==> config.mk <==
export PLATFORM = sky130hd
export DESIGN_NAME = reduce_pipe
export DESIGN_NICKNAME = d
export VERILOG_FILES = /design/src/rtl/reduce_pipe_pkg.sv /design/src/rtl/reduce_stage.sv /design/src/rtl/reduce_pipe.sv
export SDC_FILE = /design/constraint.sdc
export NUM_CORES = 1
export LEC_CHECK = 0
export CAP_MARGIN = 20
export CORE_MARGIN = 2
export CORE_UTILIZATION = 38
export CTS_CLUSTER_SIZE = 8
export DETAILED_ROUTE_END_ITERATION = 12
export PLACE_DENSITY = 0.68
export REMOVE_ABC_BUFFERS = 1
export SLEW_MARGIN = 20
export SYNTH_ARGS = -nofsm -noshare
export SYNTH_HDL_FRONTEND = slang
export SYNTH_SLANG_ARGS = --single-unit
==> constraint.sdc <==
create_clock -name clk -period 1.65 [get_ports clk]
set_input_delay 0.2475 -clock clk [delete_from_list [all_inputs] [get_ports clk]]
set_output_delay 0.2475 -clock clk [all_outputs]
set_load 0.01 [all_outputs]
==> src/rtl/reduce_pipe_pkg.sv <==
`default_nettype none
// ============================================================================
// Module      : reduce_pipe_pkg
// Description : Shared op encoding, pairwise operator and log2 helper for the
//               pipelined reduction tree.
// Revision    : 1.0 - initial release
// ============================================================================
package reduce_pipe_pkg;

    typedef enum logic [1:0] {
        OP_AND  = 2'b00,
        OP_OR   = 2'b01,
        OP_XOR  = 2'b10,
        OP_NAND = 2'b11
    } op_e;

    // NAND combines with AND inside the tree; the inversion is applied once at the root.
    function automatic logic pair_op(input logic [1:0] op, input logic x, input logic y);
        case (op)
            OP_OR:   return x | y;
            OP_XOR:  return x ^ y;
            default: return x & y;
        endcase
    endfunction

    function automatic int log2(input int v);
        int r;
        r = 0;
        for (int i = 0; i < 31; i++) begin
            if ((1 << i) < v) begin
                r = i + 1;
            end
        end
        return r;
    endfunction

endpackage
`default_nettype wire

==> src/rtl/reduce_stage.sv <==
`default_nettype none
// ============================================================================
// Module      : reduce_stage
// Description : One registered tree level: N bits reduced pairwise to N/2,
//               with valid and op carried alongside the data.
// Revision    : 1.0 - initial release
// ============================================================================
module reduce_stage
    import reduce_pipe_pkg::*;
#(
    parameter int N = 2
) (
    input  logic           clk,
    input  logic           rst_n,
    input  logic           adv_i,
    input  logic           valid_i,
    input  logic [1:0]     op_i,
    input  logic [N-1:0]   data_i,
    output logic           valid_o,
    output logic [1:0]     op_o,
    output logic [N/2-1:0] data_o
);

    logic           valid_q;
    logic [1:0]     op_q;
    logic [N/2-1:0] data_q;
    logic [N/2-1:0] data_d;

    always_comb begin
        data_d = '0;
        for (int j = 0; j < N / 2; j++) begin
            data_d[j] = pair_op(op_i, data_i[2*j], data_i[2*j+1]);
        end
        if (N == 2 && op_i == OP_NAND) begin
            data_d = ~data_d;
        end
    end

    // Data and op only load on real transactions so bubbles leave the root value intact.
    always_ff @(posedge clk or negedge rst_n) begin
        if (!rst_n) begin
            valid_q <= 1'b0;
            op_q    <= 2'b00;
            data_q  <= '0;
        end else if (adv_i) begin
            valid_q <= valid_i;
            if (valid_i) begin
                op_q   <= op_i;
                data_q <= data_d;
            end
        end
    end

    assign valid_o = valid_q;
    assign op_o    = op_q;
    assign data_o  = data_q;

endmodule
`default_nettype wire

==> src/rtl/reduce_pipe.sv <==
`default_nettype none
// ============================================================================
// Module      : reduce_pipe
// Description : Pipelined AND/OR/XOR/NAND reduction tree with valid/ready
//               flow control and a delivered-result counter.
// Revision    : 1.0 - initial release
// ============================================================================
module reduce_pipe
    import reduce_pipe_pkg::*;
#(
    parameter int WIDTH = 8,
    parameter int CNT_W = 16
) (
    input  logic             clk,
    input  logic             rst_n,
    input  logic [WIDTH-1:0] a,
    input  logic [1:0]       op,
    input  logic             in_valid,
    output logic             in_ready,
    output logic             b,
    output logic             out_valid,
    input  logic             out_ready,
    output logic [CNT_W-1:0] result_count
);

    localparam int LEVELS = log2(WIDTH);

    // All levels packed back to back: level k occupies WIDTH>>k bits at 2*WIDTH - 2*(WIDTH>>k).
    logic [2*WIDTH-2:0]     w_tree;
    logic [LEVELS:0]        w_valid;
    logic [LEVELS:0][1:0]   w_op;
    logic                   w_stall;
    logic                   w_adv;
    logic                   w_unused_op;
    logic [CNT_W-1:0]       result_count_q;
    logic [CNT_W-1:0]       result_count_d;

    assign w_stall  = out_valid && !out_ready;
    assign w_adv    = !w_stall;
    assign in_ready = w_adv;

    assign w_tree[WIDTH-1:0] = a;
    assign w_valid[0]        = in_valid;
    assign w_op[0]           = op;

    generate
        for (genvar k = 1; k <= LEVELS; k++) begin : g_level
            localparam int N_IN    = WIDTH >> (k - 1);
            localparam int OFF_IN  = 2 * WIDTH - 2 * N_IN;
            localparam int OFF_OUT = OFF_IN + N_IN;

            reduce_stage #(
                .N (N_IN)
            ) u_stage (
                .clk     (clk),
                .rst_n   (rst_n),
                .adv_i   (w_adv),
                .valid_i (w_valid[k-1]),
                .op_i    (w_op[k-1]),
                .data_i  (w_tree[OFF_IN +: N_IN]),
                .valid_o (w_valid[k]),
                .op_o    (w_op[k]),
                .data_o  (w_tree[OFF_OUT +: N_IN/2])
            );
        end
    endgenerate

    assign w_unused_op = ^w_op[LEVELS];

    always_comb begin
        result_count_d = result_count_q;
        if (out_valid && out_ready) begin
            result_count_d = result_count_q + 1'b1;
        end
    end

    always_ff @(posedge clk or negedge rst_n) begin
        if (!rst_n) begin
            result_count_q <= '0;
        end else begin
            result_count_q <= result_count_d;
        end
    end

    assign b            = w_tree[2*WIDTH-2];
    assign out_valid    = w_valid[LEVELS];
    assign result_count = result_count_q;

endmodule
`default_nettype wire

==> flow_metrics.py, run 1 <==
metrics = {
    "status": {
        "outcome": "finished, final reports clean",
    },
    "critical_path": {
        "slowest_stage": "clkdlybuf4s50_1",
        "worstPathMaxFanout": 6,
        "cp_top_family": "buffers and inverters",
        "worstPathArrival_ps": 1300,
        "critPathBufInv": 1,
        "start_kind": "flop",
        "crit_path_cell_trace": "clkdlybuf4s50_1",
        "cp_slowest_stage_delay_ps": 570,
        "critPathKind": "reg -> out",
        "end_kind": "primary output",
        "required_ps": 1400,
    },
    "grt": {
        "overflow": 0,
        "grt_pass1_vias": 1221,
        "grt_max_degree": 31,
        "grt_usage": 0.133,
        "grt_antenna_before_repair": 0,
        "grt_pass1_wl_mm": 5.29,
    },
    "synthesis": {
        "synth.area.top_cells": "dfrtp_1 (44%), ha_1 (16%), nand2_1 (5.8%)",
        "synthDistinctLibCells": 24,
        "yosysWarnings": 0,
        "ys_seq_area_frac": 0.444,
        "netlist_top_cells_count": "dfrtp_1 (30), nand2_1 (26), inv_1 (23), ha_1 (22), a21oi_1 (13)",
        "ys_async_sr_fraction": 1.00,
        "synth_flop_cell": "dfrtp_1",
        "synth_edf_count": 0,
        "yosysTopAreaCell": "dfrtp_1",
        "synth_area_um2": 1690,
        "yosysMostFrequentCell": "dfrtp_1",
        "netlist_instances": 179,
        "postSynthAreaPerCell_um2": 9.44,
        "synth_top_area_frac": 0.444,
        "yosys_register_bits": 30,
    },
    "sta": {
        "min_period_ps": 1540,
        "drv_slew": 0,
        "slew-limit-headroom": 0.747,
        "setup_viol": 0,
        "worst_pin_slew_ps": 379,
        "hold_viol": 0,
        "rsz0062_at_grt": "false",
        "fin_crit_sh": 0.935,
        "fin_skew_ps": 2.14,
        "clock.fmax_ghz": 0.648,
    },
    "clock_tree": {
        "ctsHoldBuffers": 0,
        "cts_buffer_depth": 2,
        "cts.clk_slew.worst_paths_ps": 60,
        "clock_sinks": 30,
        "cts_tree": "yes",
        "cts_max_level": 2,
        "clk_latency_ps": 280,
        "root_buffer": "clkbuf_8",
        "cts-buffers-inserted": 5,
    },
    "layout": {
        "stdcell_count": 275,
        "antenna_cells": 0,
        "drive_gt1_frac": 0.0852,
        "utilization": 0.515,
        "layout.nets": 258,
        "areaGrowthSynthToFinish_pct": 31.8,
        "fill_cells": 430,
    },
    "detailed_routing": {
        "drt_iter0_drc": 32,
        "post_drt_wl_per_cell_um": 10.8,
        "dr_total_vias": 1272,
        "vias_per_cell": 4.63,
        "drt_pass1_iterations": 4,
        "routed_wl_mm": 2.98,
        "drc": 0,
        "ant_nets": 0,
    },
    "placed_design": {
        "placedCellCount": 267,
        "gp_congestion": 0.748,
        "dp_hpwl_mm": 2.30,
        "port_buffers": 32,
    },
    "pwr": {
        "power.leakage_uw": 0.00106,
        "peakVddDrop_mv": 0.413,
        "power_density_nw_per_um2": 1210,
    },
    "die": {
        "pin_count": 33,
        "start_util": 0.391,
        "die_h_um": 70.7,
        "fp.dieArea_um2": 5000,
        "die_width_um": 70.7,
        "core_um2": 4320,
        "fp-row-count": 24,
    },
    "min_path": {
        "hold_class": "in -> async",
    },
    "flow_run": {
        "max-cap-violations": 0,
    },
}
## cell type report
type | count | area [um^2] | area share
Tap cell | 52 | 65.1 | 0.0292
Timing Repair Buffer | 40 | 379 | 0.170
Inverter | 23 | 86.3 | 0.0387
Sequential cell | 30 | 751 | 0.337
Multi-Input combinational cell | 122 | 837 | 0.376
Clock buffer | 8 | 110 | 0.0494
## power by group
part,switching [uW],internal (uW)
clock,268,421
combinational,414,491
sequential,181,922
## metal layers
layer,routed length (um),GRT usage
met5,0,0
met2,1490,0.232
met4,14,0.0440
met1,1350,0.155
met3,123,0.0427
## metrics by stage
stage	area (um^2)	setup TNS [ps]	worst slack [ps]	power [uW]	hold slack, ps
after CTS	2230	0	93.1	2740	359
after floorplan	1670	0	260	1610	-48.1
after global placement	2120	-145	-52.6	2010	455
after detailed placement	2120	-260	-106	2040	472
final	2230	0	107	2700	349
after global routing	2230	0	48.3	2900	376
## sequential cells by signal (all words and copies together) (netlist names)
name	cells
g_level.u_stage.op_o	4
g_level.u_stage.data_o	7
g_level.u_stage.valid_o	3
result_count	16
## cells by family (layout without fill, tap and decap cells)
logic type / Yosys count / after routing / share of synthesized area
AOI/OAI and AO/OA: 27 / 27 / 0.0814
xor gates and xnor gates: 16 / 16 / 0.0829
adders and majority gates: 22 / 22 / 0.163
buffers and inverters: 27 / 71 / 0.0607
DFF: 30 / 30 / 0.444
muxes: 1 / 1 / 0.00666
and+or+nand+nor: 56 / 56 / 0.161
## placed cells by master (no fill, tap or decap), types with 2 or more instances in the layout
cell,n
a21oi_1,13
a31oi_1,2
buf_4,8
clkbuf_8,8
clkdlybuf4s50_1,31
dfrtp_1,30
ha_1,22
inv_1,23
nand2_1,26
nand2b_1,9
nand3_1,5
nand4_1,4
nor2_1,5
o21ai_0,12
xnor2_1,11
xor2_1,5
## final timing paths
kind	start	endpoint	slack, ps	cells after the start
worst min register to register	g_level[2].u_stage.valid_o	g_level[3].u_stage.data_o	480	1
worst min-delay path	rst_n	result_count[12]	350	2
worst max register to register	result_count[2]	result_count[15]	190	4
max in group asynchronous	rst_n	g_level[1].u_stage.data_o[1]	1020	2
worst max-delay path	result_count[7]	result_count[7]	110	1
min in group clk	g_level[2].u_stage.valid_o	g_level[3].u_stage.data_o	480	1
## repair_timing
action / 4_1_cts / 5_1_grt
setup endpoints to repair: 1 / 0
resized for setup: 1 / 0
buffers inserted: 0 / 0
Power figures use the tool's default switching activity.
==> inputs of run 2 (changes only) <==
Settings changed: CAP_MARGIN 20 to unset.
==> results of run 2 <==
Same layout as run 1: the final DEF is identical, and so are final timing and power.
